<file path="src/rtl/id_issue_hazard_ctrl.sv">
// Decode-to-execute issue controller: load-use/branch hazard stalls, bubbles and taken-branch squash.
// Define HAZARD_PERF_CNT_EN to build the stall/flush performance counters.
module id_issue_hazard_ctrl #(
    parameter int MAX_STALL = 2,
    parameter int REG_W     = 5
) (
    input  logic             clk,
    input  logic             reset_in,
    input  logic             id_valid_in,
    input  logic [REG_W-1:0] id_rs_in,
    input  logic [REG_W-1:0] id_rt_in,
    input  logic             id_uses_rs_in,
    input  logic             id_uses_rt_in,
    input  logic [REG_W-1:0] id_dest_in,
    input  logic             id_reg_write_in,
    input  logic             id_mem_read_in,
    input  logic             id_is_branch_in,
    input  logic             id_branch_taken_in,
    output logic             pc_write_out,
    output logic             if_id_write_out,
    output logic             if_id_flush_out,
    output logic             id_ex_bubble_out,
    output logic             stall_out,
    output logic             hazard_err_out,
    output logic [31:0]      stall_count_out,
    output logic [31:0]      flush_count_out
);

    typedef struct packed {
        logic [REG_W-1:0] dest;
        logic             reg_write;
        logic             mem_read;
    } slot_t;

    typedef enum logic {RUN, STALL} state_t;

    slot_t      ex_slot, mem_slot, id_slot;
    state_t     state;
    logic [2:0] run_cnt, run_next;
    logic       ex_dep, mem_dep, hazard, issue;

    // Register $0 never carries a dependency, and an unused operand field is don't-care.
    function automatic logic dep_match(input slot_t s, input logic [REG_W-1:0] r, input logic uses);
        return uses && s.reg_write && (s.dest == r) && (r != '0);
    endfunction

    assign ex_dep  = dep_match(ex_slot, id_rs_in, id_uses_rs_in)
                   | dep_match(ex_slot, id_rt_in, id_uses_rt_in);
    assign mem_dep = dep_match(mem_slot, id_rs_in, id_uses_rs_in)
                   | dep_match(mem_slot, id_rt_in, id_uses_rt_in);

    assign hazard = id_valid_in & ((ex_slot.mem_read & ex_dep)
                                 | (id_is_branch_in & ex_dep)
                                 | (id_is_branch_in & mem_slot.mem_read & mem_dep));

    assign issue            = id_valid_in & ~hazard;
    assign stall_out        = hazard;
    assign pc_write_out     = ~hazard;
    assign if_id_write_out  = ~hazard;
    assign id_ex_bubble_out = hazard | ~id_valid_in;
    assign if_id_flush_out  = issue & id_is_branch_in & id_branch_taken_in;

    assign id_slot = issue ? slot_t'{dest: id_dest_in, reg_write: id_reg_write_in, mem_read: id_mem_read_in}
                           : slot_t'('0);

    // NOTE: sequential state uses non-blocking assignments so every flop samples pre-edge values.
    always_ff @(posedge clk or negedge reset_in) begin
        if (!reset_in) begin
            ex_slot  <= '0;
            mem_slot <= '0;
        end else begin
            mem_slot <= ex_slot;
            ex_slot  <= id_slot;
        end
    end

    // Length of the stall run including the current cycle, saturating at 7.
    assign run_next = (state == RUN) ? 3'd1 : ((run_cnt == 3'd7) ? 3'd7 : run_cnt + 3'd1);

    always_ff @(posedge clk or negedge reset_in) begin
        if (!reset_in) begin
            state          <= RUN;
            run_cnt        <= '0;
            hazard_err_out <= 1'b0;
        end else if (hazard) begin
            state   <= STALL;
            run_cnt <= run_next;
            if (int'(run_next) > MAX_STALL)
                hazard_err_out <= 1'b1;
        end else begin
            state   <= RUN;
            run_cnt <= '0;
        end
    end

`ifdef HAZARD_PERF_CNT_EN
    logic [31:0] stall_cnt, flush_cnt;

    always_ff @(posedge clk or negedge reset_in) begin
        if (!reset_in) begin
            stall_cnt <= '0;
            flush_cnt <= '0;
        end else begin
            if (stall_out)       stall_cnt <= stall_cnt + 32'd1;
            if (if_id_flush_out) flush_cnt <= flush_cnt + 32'd1;
        end
    end

    assign stall_count_out = stall_cnt;
    assign flush_count_out = flush_cnt;
`else
    assign stall_count_out = '0;
    assign flush_count_out = '0;
`endif

endmodule

</file>
<file path="config.mk">
export PLATFORM = sky130hd
export DESIGN_NAME = id_issue_hazard_ctrl
export DESIGN_NICKNAME = d
export VERILOG_FILES = /design/src/rtl/id_issue_hazard_ctrl.sv
export SDC_FILE = /design/constraint.sdc
export NUM_CORES = 1
export LEC_CHECK = 0
export CORE_ASPECT_RATIO = 1.1
export CORE_MARGIN = 2
export CORE_UTILIZATION = 38
export CTS_CLUSTER_DIAMETER = 200
export DETAILED_ROUTE_END_ITERATION = 16
export GPL_ROUTABILITY_DRIVEN = 0
export PLACE_DENSITY = 0.85
export SYNTH_ARGS = -nofsm -noshare
export SYNTH_HDL_FRONTEND = slang
export SYNTH_SLANG_ARGS = --single-unit
</file>
<file path="constraint.sdc">
create_clock -name clk -period 5.4 [get_ports clk]
set_clock_uncertainty 0.05 [all_clocks]
set_input_delay 1.35 -clock clk [delete_from_list [all_inputs] [get_ports clk]]
set_output_delay 1.35 -clock clk [all_outputs]
set_load 0.01 [all_outputs]
</file>
==> metrics.md <==
| Metric | Value |
|---|---|
| Number of core rows | 23 |
| CP Capture Type | output pin |
| Layout cell share with drive strength beyond 1 | 0.07865 |
| Final period utilization | 0.9444 |
| Most Frequent Cell on Critical Path | clkdlybuf4s50_1 |
| Max Buffers Root-to-Sink | 2 |
| Hpwl dp | 1836 microns |
| Root Buffer | clkbuf_8 |
| Synth top cells by count | buf_4, dfrtp_1, xnor2_1 |
| Area share of the largest cell type after synthesis | 0.3415 |
| First-pass iteration count of the detailed router | 4 |
| Yosys cell types | 27 |
| Post-synth top area cell | buf_4 |
| Final Setup Violations | 0 |
| Cts repair resizes | 0 |
| Most numerous cell in the Yosys netlist | buf_4 |
| Initial core utilization | 0.3941 |
| Post-route ant nets | 0 |
| Initial DRC Count | 8 |
| PwrDens | 199.7 mW/mm^2 |
| #FFs+latches synth | 19 |
| Post-CTS Setup Inserts | 0 |
| Max_slew headroom | 0.4506 |
| Yosys warnings | 0 |
| Max-capacitance violation count | 0 |
| Die H | 68.32 microns |
| Run status | finished, final reports clean |
| Post-route DRC | 0 |
| Crit path largest cell delay | 0.56 ns |
| Synth Instances | 148 |
| Die X | 62.47 microns |
| IO Count | 94 |
| Antenna violations before repair | 0 |
| Ys flop type | dfrtp_1 |
| Slowest-stage cell, CP | or4_1 |
| CP arrival | 3.70 ns |
| Worst-path fanout max | 9 |
| Crit-path cells | clkdlybuf4s50_1 > or4_1 > o21ai_2 > nor3_1 > o22ai_2 > o21a_4 > and4_1 > clkdlybuf4s50_1 |
| Core Area | 0.003626 sq mm |
| Worst-path clk slew | 0.07 ns |
| Fmax | 196.1 MHz |
| Buffers on Ports | 29 |
| Total GRT Usage | 0.1089 |
| Via count | 899 |
| RSZ-0062 raised after global routing | false |
| EDFF count, synth | 0 |
| Worst skew pair latency | 0.25 ns |
| Nets | 204 |
| TritonCTS Sinks | 19 |
| VDD IR max | 0.08534 mV |
| Setup crit start kind | primary input |
| First-pass GRT wire length | 3456 microns |
| DR vias/cell | 3.943 |
| Setup_tns | 0 ns |
| CTS Buf Count | 3 |
| Hold WC Path Type | reg -> reg |
| Worst Tran Pin Value | 0.8215 ns |
| Post-synthesis cell area | 0.001429 sq mm |
| Post-synth ARST share | 1.000 |
| Min cycle time layout | 5.100 ns |
| H-tree Lvls | 1 |
| Post-detailed-route wirelength per cell | 9.763 microns |
| Pin count of the biggest net entering global routing | 20 |
| Layout Utilization | 0.4334 |
| Mapped Avg Cell Area | 9.655 sq um |
| WS Path Type | in -> out |
| Wire length reported by the detailed router | 2226 microns |
| Grt ovf | 0 |
| Final Hold Viols | 0 |
| Ant diodes | 0 |
| Die Area | 0.004267 sq mm |
| CTS tree | done |
| Top area cells in the synthesized netlist | buf_4, dfrtp_1, xnor2_1 |
| Leakage | 0.7648 nW |
| Vias in the first global route | 765 |
| Cts hold-fix bufs | 0 |
| WP data required | 4.00 ns |
| Area Growth Syn to Fin | 9.983% |
| Max-slew violations | 0 |
| Register area share after synthesis | 0.3327 |
[state kept, by name, indices dropped and copies added, names as in the netlist]
register,cells
run_cnt,3
hazard_err_out,1
mem_slot,7
ex_slot,7
state,1
[logic make-up (layout without fill, tap and decap cells)]
logic type / Yosys count / after routing / synth area share
compound gates: 9 / 9 / 0.05691
xor+xnor: 20 / 20 / 0.1226
simple gates: 29 / 29 / 0.1243
flops: 19 / 19 / 0.3328
buf+inv: 69 / 36 / 0.3520
other cells: 1 / 64 / 0.002624
fa+ha+maj: 1 / 1 / 0.008755
[power breakdown]
part	leakage (nW)	internal (W)	total, W	switching, W
logic	0.492	0.0000280	0.0000656	0.0000377
clock network	0.0228	0.0000523	0.0000950	0.0000426
registers	0.250	0.000148	0.000153	0.00000531
[worst max-delay path: cells and delay by family]
family	cells	cell delay, ns
AOI/OAI and AO/OA	3	0.50
buffers and inverters	2	1.02
and+or+nand+nor	3	0.84
[routing by layer]
layer	share of wire	track usage	up-vias
met5	0	0	-
met4	0.026	0.07500	0
met3	0.11	0.02961	5
met2	0.51	0.1841	59
met1	0.36	0.1223	419
li1	-	-	416
[cell usage in the layout (no fill, tap or decap), drive strengths merged, types with 3 or more instances in the layout]
master / n
conb: 64
clkdlybuf4s50: 29
dfrtp: 19
xnor2: 12
xor2: 8
and3: 7
nand2: 5
nand3: 4
clkbuf: 4
inv: 3
o21ai: 3
[through the flow]
stage	setup slack (ns)	hold slack (ns)	std cells	total power, W	instance area [sq um]
finish	0.3002	0.3677	228	0.0003138	1572
global placement	0.2801	0.3412	224	0.0002198	1526
CTS	0.2881	0.3650	228	0.0003168	1572
floorplan	1.348	0.3221	211	0.0002270	1665
global route	0.1815	0.3740	228	0.0003331	1572
detailed placement	0.2936	0.3424	224	0.0002211	1526
[area by class of cell]
class	instances	area [sq um]
clock buffer	4	45.04
sequential	19	475.5
inverter	3	11.26
tap	50	62.56
fill	378	2054
timing repair buffer	29	290.3
multi-input combinational	123	686.9
[final timing paths]
path	slack (ns)	end	from	cells after the start
setup reg to reg	3.48	ex_slot[5]$_DFF_PN0_	mem_slot[4]$_DFF_PN0_	6
min in group asynchronous	1.52	mem_slot[5]$_DFF_PN0_	reset_in	1
setup / recovery	0.30	if_id_flush_out	id_rt_in[0]	8
max in group asynchronous	3.27	mem_slot[1]$_DFF_PN0_	reset_in	1
hold reg to reg	0.37	mem_slot[0]$_DFF_PN0_	ex_slot[0]$_DFF_PN0_	0
hold / removal	0.37	mem_slot[0]$_DFF_PN0_	ex_slot[0]$_DFF_PN0_	0
(Power assumes the default switching activity.)
